--- src/rtl/uart_boot_loader.sv ---
// uart_boot_loader
//   Receives a framed firmware image from the UART receiver and writes it into
//   RAM. Bytes are assembled into DATA_W words, either big or little endian.
//   Each word goes to the next RAM address. The core is held in reset until
//   the whole image has been written.
//
//   Frame layout: 0xA5, LEN[7:0], LEN[15:8], then LEN*DATA_W/8 data bytes.
//   LEN is a count of words.
//
//   Optional feature (macro BOOT_CHECKSUM_EN): the frame ends with one more
//   byte, the sum of all data bytes mod 256. A mismatch ends in ERROR with
//   code 4. This happens only after the final write has completed.
//
// Ports
//   clk, rst              clock; asynchronous active-high reset
//   rx_data_i/rx_valid_i  byte stream from uart_rx (no backpressure)
//   mem_we_o/addr/wdata   RAM write request, held stable until mem_ready_i
//   mem_ready_i           write completes on an edge with mem_we_o & mem_ready_i
//   core_rst_o            core reset hold, low only in DONE
//   busy_o/done_o/err_o   status; err_code_o: 1 len, 2 timeout, 3 overrun, 4 csum
module uart_boot_loader #(
  parameter int                DATA_W      = 32,
  parameter int                ADDR_W      = 32,
  parameter logic [ADDR_W-1:0] BASE_ADDR   = '0,
  parameter int                BIG_ENDIAN  = 1,
  parameter int                MAX_WORDS   = 4096,
  parameter int                TIMEOUT_CYC = 0
) (
  input  logic              clk,
  input  logic              rst,
  input  logic [7:0]        rx_data_i,
  input  logic              rx_valid_i,
  output logic              mem_we_o,
  output logic [ADDR_W-1:0] mem_addr_o,
  output logic [DATA_W-1:0] mem_wdata_o,
  input  logic              mem_ready_i,
  output logic              core_rst_o,
  output logic              busy_o,
  output logic              done_o,
  output logic              err_o,
  output logic [2:0]        err_code_o
);

  localparam int BPW = DATA_W / 8;

  typedef enum logic [2:0] {
    IDLE, LEN0, LEN1, DATA,
`ifdef BOOT_CHECKSUM_EN
    CSUM,
`endif
    DRAIN, DONE, ERROR
  } state_t;

  state_t            state_q, state_d;
  logic [15:0]       len_q, len_d;
  logic [15:0]       wcnt_q, wcnt_d;   // words assembled so far
  logic [3:0]        bcnt_q, bcnt_d;   // byte position within the current word
  logic [DATA_W-1:0] asm_q, asm_d;
  logic [15:0]       idx_q, idx_d;     // writes completed
  logic              we_q, we_d;
  logic [ADDR_W-1:0] addr_q, addr_d;
  logic [DATA_W-1:0] wdata_q, wdata_d;
  logic [31:0]       timer_q, timer_d;
  logic [2:0]        code_q, code_d;
`ifdef BOOT_CHECKSUM_EN
  logic [7:0]        csum_q, csum_d;
  logic              csum_bad_q, csum_bad_d;
`endif

  logic              wr_done, counting, tmo;
  logic [15:0]       len_full, idx_eff;
  logic [DATA_W-1:0] asm_next;
  logic [ADDR_W-1:0] word_addr;

  assign wr_done  = we_q & mem_ready_i;
  assign len_full = {rx_data_i, len_q[7:0]};
  // A write that completes on this edge frees the holding register in time
  // for a new word. The new word's index must then include that completion.
  assign idx_eff  = idx_q + {15'd0, wr_done};
  assign word_addr = BASE_ADDR + ADDR_W'(idx_eff) * ADDR_W'(BPW);
  assign asm_next = (BIG_ENDIAN != 0)
                  ? ((asm_q << 8) | DATA_W'(rx_data_i))
                  : ((asm_q >> 8) | (DATA_W'(rx_data_i) << (DATA_W - 8)));

`ifdef BOOT_CHECKSUM_EN
  assign counting = (state_q == LEN0) | (state_q == LEN1) | (state_q == DATA) |
                    (state_q == CSUM);
`else
  assign counting = (state_q == LEN0) | (state_q == LEN1) | (state_q == DATA);
`endif
  // A byte arriving on the expiry cycle wins and restarts the timer.
  assign tmo = (TIMEOUT_CYC > 0) && counting && !rx_valid_i &&
               (timer_q == 32'(TIMEOUT_CYC - 1));

  always_ff @(posedge clk or posedge rst) begin
    if (rst) begin
      state_q <= IDLE;
      len_q   <= '0;
      wcnt_q  <= '0;
      bcnt_q  <= '0;
      asm_q   <= '0;
      idx_q   <= '0;
      we_q    <= 1'b0;
      addr_q  <= '0;
      wdata_q <= '0;
      timer_q <= '0;
      code_q  <= '0;
`ifdef BOOT_CHECKSUM_EN
      csum_q     <= '0;
      csum_bad_q <= 1'b0;
`endif
    end else begin
      state_q <= state_d;
      len_q   <= len_d;
      wcnt_q  <= wcnt_d;
      bcnt_q  <= bcnt_d;
      asm_q   <= asm_d;
      idx_q   <= idx_d;
      we_q    <= we_d;
      addr_q  <= addr_d;
      wdata_q <= wdata_d;
      timer_q <= timer_d;
      code_q  <= code_d;
`ifdef BOOT_CHECKSUM_EN
      csum_q     <= csum_d;
      csum_bad_q <= csum_bad_d;
`endif
    end
  end

  always_comb begin
    state_d = state_q;
    len_d   = len_q;
    wcnt_d  = wcnt_q;
    bcnt_d  = bcnt_q;
    asm_d   = asm_q;
    idx_d   = idx_q;
    we_d    = we_q;
    addr_d  = addr_q;
    wdata_d = wdata_q;
    code_d  = code_q;
`ifdef BOOT_CHECKSUM_EN
    csum_d     = csum_q;
    csum_bad_d = csum_bad_q;
`endif
    timer_d = (rx_valid_i || !counting) ? 32'd0 : timer_q + 32'd1;

    if (wr_done) begin
      we_d  = 1'b0;
      idx_d = idx_q + 16'd1;
    end

    unique case (state_q)
      IDLE: if (rx_valid_i && rx_data_i == 8'hA5) state_d = LEN0;
      LEN0: if (rx_valid_i) begin
        len_d[7:0] = rx_data_i;
        state_d    = LEN1;
      end
      LEN1: if (rx_valid_i) begin
        len_d = len_full;
        if (int'(len_full) > MAX_WORDS) begin
          state_d = ERROR;
          code_d  = 3'd1;
        end else if (len_full == 16'd0) begin
`ifdef BOOT_CHECKSUM_EN
          state_d = CSUM;
`else
          state_d = DONE;
`endif
        end else begin
          state_d = DATA;
        end
      end
      DATA: if (rx_valid_i) begin
        asm_d = asm_next;
`ifdef BOOT_CHECKSUM_EN
        csum_d = csum_q + rx_data_i;
`endif
        if (bcnt_q == 4'(BPW - 1)) begin
          bcnt_d = '0;
          if (we_q && !mem_ready_i) begin
            // Holding register still occupied: drop the pending write.
            state_d = ERROR;
            code_d  = 3'd3;
            we_d    = 1'b0;
          end else begin
            we_d    = 1'b1;
            wdata_d = asm_next;
            addr_d  = word_addr;
            wcnt_d  = wcnt_q + 16'd1;
            if (wcnt_q == len_q - 16'd1) begin
`ifdef BOOT_CHECKSUM_EN
              state_d = CSUM;
`else
              state_d = DRAIN;
`endif
            end
          end
        end else begin
          bcnt_d = bcnt_q + 4'd1;
        end
      end
`ifdef BOOT_CHECKSUM_EN
      CSUM: if (rx_valid_i) begin
        csum_bad_d = (rx_data_i != csum_q);
        state_d    = DRAIN;
      end
`endif
      DRAIN: if (!we_q || mem_ready_i) begin
`ifdef BOOT_CHECKSUM_EN
        if (csum_bad_q) begin
          state_d = ERROR;
          code_d  = 3'd4;
        end else begin
          state_d = DONE;
        end
`else
        state_d = DONE;
`endif
      end
      DONE: ;
      ERROR: begin
        we_d = 1'b0;
        if (rx_valid_i && rx_data_i == 8'hA5) begin
          state_d = LEN0;
          code_d  = '0;
          wcnt_d  = '0;
          bcnt_d  = '0;
          asm_d   = '0;
          idx_d   = '0;
`ifdef BOOT_CHECKSUM_EN
          csum_d     = '0;
          csum_bad_d = 1'b0;
`endif
        end
      end
      default: state_d = IDLE;
    endcase

    if (tmo) begin
      state_d = ERROR;
      code_d  = 3'd2;
      we_d    = 1'b0;
    end
  end

  assign mem_we_o    = we_q;
  assign mem_addr_o  = addr_q;
  assign mem_wdata_o = wdata_q;
  assign core_rst_o  = (state_q != DONE);
  assign done_o      = (state_q == DONE);
  assign err_o       = (state_q == ERROR);
  assign busy_o      = counting | (state_q == DRAIN);
  assign err_code_o  = code_q;

endmodule

--- config.mk ---
export PLATFORM = sky130hd
export DESIGN_NAME = uart_boot_loader
export DESIGN_NICKNAME = d
export VERILOG_FILES = /design/src/rtl/uart_boot_loader.sv
export SDC_FILE = /design/constraint.sdc
export NUM_CORES = 1
export LEC_CHECK = 0
export BUFFER_PORTS_ARGS = -buffer_cell sky130_fd_sc_hd__buf_2
export CAP_MARGIN = 10
export CORE_MARGIN = 1
export CORE_UTILIZATION = 35
export CTS_CLUSTER_DIAMETER = 60
export CTS_CLUSTER_SIZE = 8
export DETAILED_ROUTE_END_ITERATION = 6
export PLACE_DENSITY_LB_ADDON = 0.15
export SYNTH_ARGS = -nofsm -noshare
export SYNTH_HDL_FRONTEND = slang
export SYNTH_SLANG_ARGS = --single-unit
export TNS_END_PERCENT = 100
--- constraint.sdc ---
create_clock -name clk -period 7.3 [get_ports clk]
set_clock_uncertainty 0.15 [all_clocks]
set_input_delay 2.19 -clock clk [delete_from_list [all_inputs] [get_ports clk]]
set_output_delay 2.19 -clock clk [all_outputs]
set_load 0.02 [all_outputs]
==> run metrics <==
die height=approximately 140 um; Detail Placement HPWL=roughly 10 mm; Max IR drop VDD=between 150 and 200 uV; Clock Pin Slew Worst Setup and Hold Paths=70 ps; # hold bufs at CTS=0; die area=about 20000 um^2; Initial Utilization=between 30% and 40%; Power Total=about 1.6 mW; final setup vio count=0; Crit Path Max Fanout=17; # IOs=between 80 and 90; Ys Warns=0; Synth Cell Area=roughly 6700 um^2; postcts setup bufs=0; WL/cell=around 15 um; gr ovfl total=0; chip width=about 140 um; detailed-route DRC error count=0; H-tree depth=4; nature of the critical path endpoint=primary output; status=completed; most frequent cells in the layout=dfrtp_1 (130), nand2_1 (95), buf_2 (66); Cells after Synth=between 600 and 700; final period utilization=between 50% and 60%; clock tree buffer depth=2; pin count of the biggest net entering global routing=80; minimum clock period=around 4300 ps; Slew @ Worst Pin=between 900 and 1000 ps; core area=around 19000 um^2; gpl congestion=0.801; synthesized flop and latch total=130; total number of vias=approximately 5000; RSZ-0062 raised after global routing=no; fin nets=735; Setup TNS=0 ps; Slew HR=35.9%; CTS tree=done; Num Clock Sinks=between 100 and 150; P_leak=around 3.7 nW; syn avg cell area=~10 um^2; layout cells sized above 1=23.6%; number of synthesized flops with an enable pin=0; Layout area overhead=15.7%; initial antenna violation count=0; sequential element share of the synthesized area=slightly below 50%; DR iter-0 viols=280; number of global-route vias before repair=4727; Pwr Density=210 nW/um^2; Required @ worst endpoint=slightly below 5000 ps; Worst Hold Class=register to register; post-route ant nets=0; Max Fclk=230 MHz; Post-synth top flop=dfrtp_1; fin. max-slew vios=0; via/cell ratio=around 5; global-route wire length before repair=roughly 25 mm; Core Util, Final=41.3%; gr usage total=16.0%; total CTS buffers=17; r2r setup slk=~4500 ps; Max Cap Viol=0; # resized after CTS=0; Site Rows=50; final hold vios=0; Arrival @ worst endpoint=2010 ps; ys async rst share=100%; Crit Path Category=register to primary output; number of diodes=0; Worst-Skew Late Latency=approximately 420 ps; port bufs=66; Setup crit start kind=register; Synth cell types=64; drt total wl=~15 mm; root buf cell=clkbuf_16; most common cell after layout, fill and taps aside=dfrtp_1; iteration count of the initial detailed-routing pass=4
-- cells in the mapped netlist (2+ instances only) --
cell type / instances / share of area [%]
a211oi_1: 4 / 0.45
a21oi_1: 27 / 2.0
a22o_1: 2 / 0.26
and2_1: 3 / 0.28
and3_1: 6 / 0.56
and3b_1: 2 / 0.26
buf_2: 3 / 0.23
buf_4: 18 / 2.0
buf_6: 5 / 0.85
clkbuf_1: 22 / 1.2
dfrtp_1: 130 / 49
ha_1: 6 / 1.1
inv_1: 12 / 0.68
mux2_2: 49 / 8.3
mux2i_1: 4 / 0.60
nand2_1: 95 / 5.4
nand2b_1: 4 / 0.38
nand3_1: 16 / 1.2
nand4_1: 7 / 0.66
nand4_4: 2 / 0.64
nor2_1: 54 / 3.0
nor2b_1: 6 / 0.56
nor3_1: 12 / 0.90
nor3_2: 2 / 0.30
nor4_1: 3 / 0.28
nor4_2: 3 / 0.56
nor4_4: 2 / 0.64
o21ai_0: 52 / 3.9
o221ai_1: 2 / 0.26
o22ai_1: 2 / 0.19
o2bb2ai_1: 2 / 0.26
o311ai_0: 2 / 0.26
o31ai_1: 5 / 0.56
or3_1: 13 / 1.2
xnor2_1: 27 / 3.6
xor2_1: 27 / 3.6
-- path summary, 6_finish.rpt --
check / from / end / cells after the start
max: state_q[2]$_DFFE_PP0P_ / done_o / 4
min: asm_q[19]$_DFFE_PP0P_ / asm_q[19]$_DFFE_PP0P_ / 2
max reg2reg: len_q[0]$_DFFE_PP0P_ / state_q[2]$_DFFE_PP0P_ / 9
min reg2reg: asm_q[19]$_DFFE_PP0P_ / asm_q[19]$_DFFE_PP0P_ / 2
max in group asynchronous: rst / wcnt_q[12]$_DFFE_PP0P_ / 3
min in group asynchronous: rst / mem_wdata_o[23]$_DFFE_PP0P_ / 2
-- worst max-delay path: stages (launching register included) --
cell and delay [ps]:
dfrtp_1 680, inv_1 210, or3_1 480, inv_1 70
buf_2 150
-- per-layer routing --
layer | global-route usage, % | wire length [um] | vias to the layer above
met5 | 0 | 0 | -
li1 | - | - | 2362
met2 | 24.2 | 6620 | 126
met3 | 3.51 | 673 | 26
met4 | 6.25 | 314 | 0
met1 | 22.2 | 7070 | 2365
-- kinds of logic (layout without fill, tap and decap cells) --
family / after synthesis / in the layout / share of synthesized area (%)
AO/OA/AOI/OAI: 109 / 109 / 9.75
AND/OR/NAND/NOR: 245 / 245 / 19.1
adder cells (fa/ha/maj): 6 / 6 / 1.13
buffers and inverters: 61 / 116 / 5.08
XOR/XNOR: 54 / 54 / 7.11
other: 1 / 17 / 0.0564
flip-flops: 130 / 130 / 48.9
multiplexers: 53 / 53 / 8.90
-- flip-flops by register name (all words and copies together), names as in the netlist --
name,cells
asm_q,24
bcnt_q,4
err_code_o,2
idx_q,16
len_q,16
mem_addr_o,16
mem_wdata_o,32
mem_we_o,1
state_q,3
wcnt_q,16
-- layout make-up --
type	count	area [um^2]
fillers	1804	11000
clock inverters	15	173
well taps	234	293
clock buffers	17	425
flip-flops and latches	130	3250
multi-input cells	484	3130
repair buffers	72	375
inverters	12	47.5
-- stage by stage --
stage               std cells  setup WS (ps)  hold slack (ps)  cell area [um^2]
floorplan                 675           1490              294              6710
global placement          932           2780              325              7090
detailed placement        932           2730              320              7090
CTS                       964           2940              335              7690
global route              964           2790              362              7690
finish                    964           2950              329              7690
-- power breakdown --
group / switching [mW] / internal, mW / total [mW]
registers: 0 / 0.721 / 0.721
logic: 0.0294 / 0.00424 / 0.0337
clock network: 0.347 / 0.513 / 0.859
total: 0.376 / 1.24 / 1.61
(Power assumes the default switching activity.)
